--- src/rtl/axi_host_master.sv ---
`timescale 1ns/1ps
`default_nettype none
// ============================================================================
// Module      : axi_host_master
// Description : Single-outstanding AXI4-Lite style initiator. Converts a
//               write / read / poll-until-match command stream into AXI
//               transactions on a 64-bit slave port and returns exactly one
//               response per command.
// Revision    : 1.0 - initial release
// ============================================================================
module axi_host_master #(
    parameter int POLL_MAX = 1024,
    parameter int POLL_GAP = 16
) (
    input  logic                          clk,
    input  logic                          reset,

    input  logic                          cmd_valid,
    output logic                          cmd_ready,
    input  logic                          cmd_write,
    input  logic                          cmd_poll,
    input  logic [31:0]                   cmd_addr,
    input  logic [63:0]                   cmd_wdata,
    input  logic [7:0]                    cmd_wstrb,
    input  logic [63:0]                   cmd_mask,

    output logic                          rsp_valid,
    input  logic                          rsp_ready,
    output logic                          rsp_write,
    output logic [63:0]                   rsp_data,
    output logic [1:0]                    rsp_resp,
    output logic                          rsp_timeout,
    output logic [$clog2(POLL_MAX+1)-1:0] rsp_count,

    output logic [31:0]                   M_AXI_AWADDR,
    output logic                          M_AXI_AWVALID,
    input  logic                          M_AXI_AWREADY,
    output logic [63:0]                   M_AXI_WDATA,
    output logic [7:0]                    M_AXI_WSTRB,
    output logic                          M_AXI_WVALID,
    input  logic                          M_AXI_WREADY,
    input  logic [1:0]                    M_AXI_BRESP,
    input  logic                          M_AXI_BVALID,
    output logic                          M_AXI_BREADY,
    output logic [31:0]                   M_AXI_ARADDR,
    output logic                          M_AXI_ARVALID,
    input  logic                          M_AXI_ARREADY,
    input  logic [63:0]                   M_AXI_RDATA,
    input  logic [1:0]                    M_AXI_RRESP,
    input  logic                          M_AXI_RVALID,
    output logic                          M_AXI_RREADY
);

    localparam int CW = $clog2(POLL_MAX + 1);
    // Gap counter needs at least one bit even when no gap is configured.
    localparam int GW = (POLL_GAP > 0) ? $clog2(POLL_GAP + 1) : 1;

    typedef enum logic [2:0] {
        S_IDLE = 3'd0,
        S_WR   = 3'd1,
        S_WB   = 3'd2,
        S_RA   = 3'd3,
        S_RD   = 3'd4,
        S_GAP  = 3'd5,
        S_RSP  = 3'd6
    } state_t;

    state_t          state_q, state_d;
    logic            write_q, write_d;
    logic            poll_q, poll_d;
    logic [31:0]     addr_q, addr_d;
    logic [63:0]     wdata_q, wdata_d;
    logic [7:0]      wstrb_q, wstrb_d;
    logic [63:0]     mask_q, mask_d;
    logic            aw_done_q, aw_done_d;
    logic            w_done_q, w_done_d;
    logic [CW-1:0]   cnt_q, cnt_d;
    logic [GW-1:0]   gap_q, gap_d;
    logic [63:0]     rdata_q, rdata_d;
    logic [1:0]      resp_q, resp_d;
    logic            timeout_q, timeout_d;

    logic            w_aw_hs;
    logic            w_w_hs;

    // Handshake/valid outputs decode directly from state so that a reset
    // edge drops every valid in the same cycle.
    assign cmd_ready     = (state_q == S_IDLE) && !reset;
    assign M_AXI_AWVALID = (state_q == S_WR) && !aw_done_q;
    assign M_AXI_WVALID  = (state_q == S_WR) && !w_done_q;
    assign M_AXI_BREADY  = (state_q == S_WB);
    assign M_AXI_ARVALID = (state_q == S_RA);
    assign M_AXI_RREADY  = (state_q == S_RD);
    assign rsp_valid     = (state_q == S_RSP);

    assign M_AXI_AWADDR  = addr_q;
    assign M_AXI_ARADDR  = addr_q;
    assign M_AXI_WDATA   = wdata_q;
    assign M_AXI_WSTRB   = wstrb_q;

    assign rsp_write     = write_q;
    assign rsp_data      = rdata_q;
    assign rsp_resp      = resp_q;
    assign rsp_timeout   = timeout_q;
    assign rsp_count     = cnt_q;

    assign w_aw_hs = M_AXI_AWVALID && M_AXI_AWREADY;
    assign w_w_hs  = M_AXI_WVALID && M_AXI_WREADY;

    // State and datapath registers with synchronous reset.
    always_ff @(posedge clk) begin
        if (reset) begin
            state_q   <= S_IDLE;
            write_q   <= 1'b0;
            poll_q    <= 1'b0;
            addr_q    <= '0;
            wdata_q   <= '0;
            wstrb_q   <= '0;
            mask_q    <= '0;
            aw_done_q <= 1'b0;
            w_done_q  <= 1'b0;
            cnt_q     <= '0;
            gap_q     <= '0;
            rdata_q   <= '0;
            resp_q    <= '0;
            timeout_q <= 1'b0;
        end else begin
            state_q   <= state_d;
            write_q   <= write_d;
            poll_q    <= poll_d;
            addr_q    <= addr_d;
            wdata_q   <= wdata_d;
            wstrb_q   <= wstrb_d;
            mask_q    <= mask_d;
            aw_done_q <= aw_done_d;
            w_done_q  <= w_done_d;
            cnt_q     <= cnt_d;
            gap_q     <= gap_d;
            rdata_q   <= rdata_d;
            resp_q    <= resp_d;
            timeout_q <= timeout_d;
        end
    end

    // Next-state and datapath update for the command sequencer.
    always_comb begin
        state_d   = state_q;
        write_d   = write_q;
        poll_d    = poll_q;
        addr_d    = addr_q;
        wdata_d   = wdata_q;
        wstrb_d   = wstrb_q;
        mask_d    = mask_q;
        aw_done_d = aw_done_q;
        w_done_d  = w_done_q;
        cnt_d     = cnt_q;
        gap_d     = gap_q;
        rdata_d   = rdata_q;
        resp_d    = resp_q;
        timeout_d = timeout_q;

        case (state_q)
            S_IDLE: begin
                if (cmd_valid && cmd_ready) begin
                    write_d   = cmd_write;
                    poll_d    = cmd_poll && !cmd_write;
                    addr_d    = cmd_addr;
                    wdata_d   = cmd_wdata;
                    wstrb_d   = cmd_wstrb;
                    mask_d    = cmd_mask;
                    aw_done_d = 1'b0;
                    w_done_d  = 1'b0;
                    cnt_d     = '0;
                    gap_d     = '0;
                    rdata_d   = '0;
                    resp_d    = '0;
                    timeout_d = 1'b0;
                    state_d   = cmd_write ? S_WR : S_RA;
                end
            end
            S_WR: begin
                // AW and W complete independently; move on once both are done.
                if (w_aw_hs) aw_done_d = 1'b1;
                if (w_w_hs)  w_done_d  = 1'b1;
                if ((aw_done_q || w_aw_hs) && (w_done_q || w_w_hs)) begin
                    state_d = S_WB;
                end
            end
            S_WB: begin
                if (M_AXI_BVALID) begin
                    resp_d  = M_AXI_BRESP;
                    state_d = S_RSP;
                end
            end
            S_RA: begin
                if (M_AXI_ARREADY) begin
                    cnt_d   = cnt_q + CW'(1);
                    state_d = S_RD;
                end
            end
            S_RD: begin
                if (M_AXI_RVALID) begin
                    rdata_d = M_AXI_RDATA;
                    resp_d  = M_AXI_RRESP;
                    if (!poll_q || (M_AXI_RRESP != 2'b00) ||
                        ((M_AXI_RDATA & mask_q) == wdata_q)) begin
                        state_d = S_RSP;
                    end else if (cnt_q == CW'(POLL_MAX)) begin
                        timeout_d = 1'b1;
                        state_d   = S_RSP;
                    end else if (POLL_GAP == 0) begin
                        state_d = S_RA;
                    end else begin
                        gap_d   = '0;
                        state_d = S_GAP;
                    end
                end
            end
            S_GAP: begin
                if (gap_q == GW'(POLL_GAP - 1)) begin
                    state_d = S_RA;
                end else begin
                    gap_d = gap_q + GW'(1);
                end
            end
            S_RSP: begin
                if (rsp_ready) begin
                    state_d = S_IDLE;
                end
            end
            default: begin
                state_d = S_IDLE;
            end
        endcase
    end

endmodule
`default_nettype wire

--- config.mk ---
export PLATFORM = sky130hd
export DESIGN_NAME = axi_host_master
export DESIGN_NICKNAME = d
export VERILOG_FILES = /design/src/rtl/axi_host_master.sv
export SDC_FILE = /design/constraint.sdc
export NUM_CORES = 1
export LEC_CHECK = 0
export CAP_MARGIN = 10
export CORE_AREA = 5 5 178 180
export CTS_CLUSTER_SIZE = 16
export DETAILED_ROUTE_END_ITERATION = 8
export DIE_AREA = 0 0 183 185
export GPL_TIMING_DRIVEN = 0
export PLACE_DENSITY = 0.78
export SLEW_MARGIN = 20
export SYNTH_ARGS = -nofsm -noshare
export SYNTH_HDL_FRONTEND = slang
export SYNTH_SLANG_ARGS = --single-unit
--- constraint.sdc ---
create_clock -name clk -period 5.3 [get_ports clk]
set_clock_uncertainty 0.15 [all_clocks]
set_input_delay 1.06 -clock clk [delete_from_list [all_inputs] [get_ports clk]]
set_output_delay 1.06 -clock clk [all_outputs]
set_load 0.01 [all_outputs]
Word-level counts from Yosys, hierarchy flattened --
Cells that the tools add are included. W data, S select, Z words.
Storage, ports and cells: bits in registers 258, output and inout bits 222, input port bits 247
Cells by class: bitwise gates (word level) 1, reduce and logical (&&, ||, !) cells 33, multiplexer cells 36, add/sub/neg operators 2, eq/ne operators 22
Operators by type and width (count):
- $mux W64 | 2
- $pmux W64 S2 | 1
- $and A64 B64 Y64 | 1
- $eq A64 B64 Y1 | 1
- $mux W5 | 5
- $mux W11 | 2
- $pmux W11 S2 | 1
- $mux W3 | 7
- $pmux W3 S7 | 1
- $ne A2 B2 Y1 const B | 8
- $pmux W5 S3 | 1
- $mux W2 | 6
- $reduce_and A3 Y1 | 4
- $add A11 B1 Y11 const B | 1
- $eq A11 B11 Y1 const B | 1
- $ne A2 B1 Y1 const B | 5
- $eq A3 B3 Y1 const B | 3
- $logic_and A1 B1 Y1 | 8
- $reduce_bool A2 Y1 | 4
- $reduce_and A7 Y1 | 1
- $eq A3 B2 Y1 const B | 2
- $mux W1 | 6
- $pmux W1 S2 | 3
- $pmux W2 S3 | 1
- other kinds (11) | 19

Logic depth before layout (Yosys ltp) --
depth in word-level cells 7, gate-level depth with buffers 8, gate-level depth less buffers 8

Least setup slack after synthesis --
No wires, ideal clock.
path kind input-to-output, from input port reset, to output port cmd_ready, arrival time 1799 ps, path slack 2291 ps, cell stages on the path 3, path buffers 2, required time 4090 ps, path through clkbuf_1 -> clkbuf_1 -> nor4_1
On the way: cells in the longest elaborated chain, start to end 2
Ends and longest elaborated chain:
- start, declared | RTL line 16 | input logic reset,
- $logic_not A1 Y1 | RTL line 88 | assign cmd_ready = (state_q == S_IDLE) && !reset;
- $logic_and A1 B1 Y1 | RTL line 88
- end, declared | RTL line 19 | output logic cmd_ready,
No other way between the ends.

Worst setup path after layout --
Ends and elaborated chain as after synthesis.

==> impl_metrics.tcl <==
set metrics [dict create \
    grt_overflow 0 \
    via_count 11400 \
    synth_top_family_by_area "simple AND/OR/NAND/NOR gates" \
    synth.most_common_cell "nand2_1" \
    synth_area_leaders "dfxtp_1 49%, nand2_1 14%, a21oi_1 9.5%" \
    cts_buffers 28 \
    synth_top_area_share_pct 49.3 \
    ys_seq_elements 258 \
    clock_latency_ns 0.54 \
    p_int_w 0.00468 \
    p_seq_share_pct 35.4 \
    p_sw_share_pct 34.7 \
    grt_pass1_vias 11400 \
    core_mm2 0.0300 \
    synthXorXnorAreaFrac_pct 3.18 \
    dr.pass1.iters 5 \
    ctsHoldBuffers 0 \
    synth_area_leader_cell "dfxtp_1" \
    dieWidth_um 183 \
    post_cts_resized 0 \
    synth-async-reset-ratio_pct 0 \
    drive_gt1_share_pct 5.18 \
    antenna_found_initial 11 \
    p_clk_share_pct 29.3 \
    syn_nets 1567 \
    ant_nets 0 \
    syn_inst 1316 \
    crit_fanout 10 \
    synth_simple_gate_area_share_pct 23.2 \
    synth_fa_ha_area_share_pct 0.478 \
    ys_dominant_reg_cell "dfxtp_1" \
    port_buffers 468 \
    tightest_slew_ns 0.947 \
    path_cells "clkdlybuf4s50_1, clkbuf_1, clkbuf_1, nor4_1, clkdlybuf4s50_1" \
    powerDensity_mw_per_mm2 430 \
    setup_viol 0 \
    top_layer_used "met5" \
    power.net_switching_w 0.00249 \
    cts_root_buffer "clkbuf_16" \
    grt_pass1_wl_um 68500 \
    num_rows 64 \
    grt_usage_pct 26.3 \
    cp_num_buf_inv 4 \
    drt-initial-drc-count 726 \
    die_area_mm2 0.0339 \
    required_ns 4.09 \
    dieHeight_um 185 \
    peakVddDrop_mv 0.273 \
    post-cts-setup-buffer-count 0 \
    tns_ns 0 \
    cp.arrival_ns 3.12 \
    min_path_type "flop to flop" \
    drc 0 \
    syn_area_per_cell_um2 7.96 \
    cpPeakStageDelay_ns 0.54 \
    clock_path_buffers 3 \
    fin_crit_sh_pct 81.8 \
    totalWireLength_um 47300 \
    post-dp-hpwl_um 37600 \
    slowest_stage "clkdlybuf4s50_1" \
    post_drt_wl_per_cell_um 21.2 \
    wl_met3_um 4590 \
    p_leak_nw 6.14 \
    grt_max_degree 14 \
    area_growth_pct 59.0 \
    layout_min_cycle_time_ns 4.33 \
    met2_wirelength_um 23700 \
    yosysUniqueCellTypes 55 \
    synth_area_mm2 0.0105 \
    status "finished clean" \
    globalplace.congestion 0.913 \
    dp_worst_setup_slack_ns 0.987 \
    nets 2065 \
    layout_setup_ws_ns 0.966 \
    vias_per_cell 5.09 \
    maxCapViolCount 0 \
    cts.sinks 258 \
    startpoint_type "input pin" \
    m1WireLength_um 17000 \
    finalHoldViolations 0 \
    relSlewSlack_pct 36.9 \
    clk_pin_slew_worst_paths_ns 0.06 \
    power_w 0.00717 \
    start_util_pct 34.9 \
    synth_warnings 0 \
    path_class "input pin to primary output" \
    fmax_ghz 0.231 \
    critPathCaptureType "primary output" \
    synth_compound_gate_area_share_pct 18.2 \
    synth_common_cells "382 x nand2_1, 258 x dfxtp_1, 199 x a21oi_1" \
    power_frac_comb_pct 35.4 \
    io_pins 469 \
    maxSlewViolCount 0 \
    synth_edf_count 0 \
    cp_top_family "buffers and inverters" \
    rsz0062_at_grt "no" \
    yosysSeqAreaShare_pct 49.3 \
    yosys-mux-area-fraction_pct 0.203 \
    cts_tree "yes" \
    htree_levels 1 \
]
flip-flops by register name, summed over array words and instances (netlist names):
register	count
rsp_count	11
rsp_resp	2
rsp_timeout	1
M_AXI_ARADDR	32
M_AXI_WDATA	64
state_q	3
M_AXI_WSTRB	8
rsp_write	1
rsp_data	64
gap_q	5
mask_q	64
poll_q	1
aw_done_q	1
w_done_q	1
final timing paths:
check,cells after the start,slack [ns],from,endpoint
max,5,0.97,reset,cmd_ready
min,2,0.30,M_AXI_WSTRB[0]$_SDFFE_PP0P_,M_AXI_WSTRB[0]$_SDFFE_PP0P_
max reg2reg,7,1.84,state_q[2]$_SDFFE_PP0P_,mask_q[49]$_SDFFE_PP0P_
min reg2reg,2,0.30,M_AXI_WSTRB[0]$_SDFFE_PP0P_,M_AXI_WSTRB[0]$_SDFFE_PP0P_
layout by cell type (no fill, tap or decap), types with 5 or more instances in the layout:
master	n
a211oi_1	9
a21boi_0	9
a21o_1	7
a21oi_1	199
a22oi_1	66
and3_1	21
and3b_1	9
buf_1	5
buf_2	5
buf_4	32
clkbuf_1	79
clkbuf_16	29
clkbuf_8	7
clkdlybuf4s50_1	468
dfxtp_1	258
nand2_1	382
nand3_1	14
nand4_1	11
nor2_1	94
nor3_1	5
nor4_1	6
o21ai_0	8
xor2_1	37
logic make-up after synthesis:
group,count (synthesis)
DFF,258
xor gates and xnor gates,38
muxes,2
AOI/OAI and AO/OA,322
adders and majority gates,4
and+or+nand+nor,573
buffers and inverters,119
power by group through the flow:
stage / logic (W) / clock network (W) / registers (W)
after detailed placement: 0.00254 / 0 / 0.00257
after global placement: 0.00251 / 0 / 0.00255
after floorplan: 0.00115 / 0 / 0.00260
final: 0.00254 / 0.00210 / 0.00254
after CTS: 0.00256 / 0.00213 / 0.00253
after global routing: 0.00275 / 0.00221 / 0.00258
metal layers:
metal | vias to the layer above | GRT usage, %
met5 | - | 0
met4 | 16 | 9.33
met3 | 118 | 8.03
met2 | 548 | 48.1
met1 | 5273 | 28.9
li1 | 5423 | -
through the flow:
step,util [%],cell area (um2),instances,hold WS (ns)
2_1_floorplan,-,10500,1316,0.287
3_3_place_gp,52.1,15700,2180,0.292
3_5_place_dp,52.2,15700,2180,0.297
4_1_cts,55.5,16700,2231,0.305
5_1_grt,55.5,16700,2234,0.327
6_report,55.5,16700,2234,0.305
tightest hold or removal path: stages (launching register included):
cell and delay (ns):
dfxtp_1 0.30, nand2_1 0.05, a21oi_1 0.05
cell type report:
class | instances | area (um2)
multi-input cells | 939 | 4750
plain buffers | 115 | 558
well taps | 396 | 495
diodes | 3 | 7.51
inverters | 4 | 15.0
clock inverters | 9 | 150
repair buffers | 468 | 4680
fillers | 2781 | 13400
flip-flops and latches | 258 | 5160
clock buffers | 42 | 845
Power figures use the tool's default switching activity.
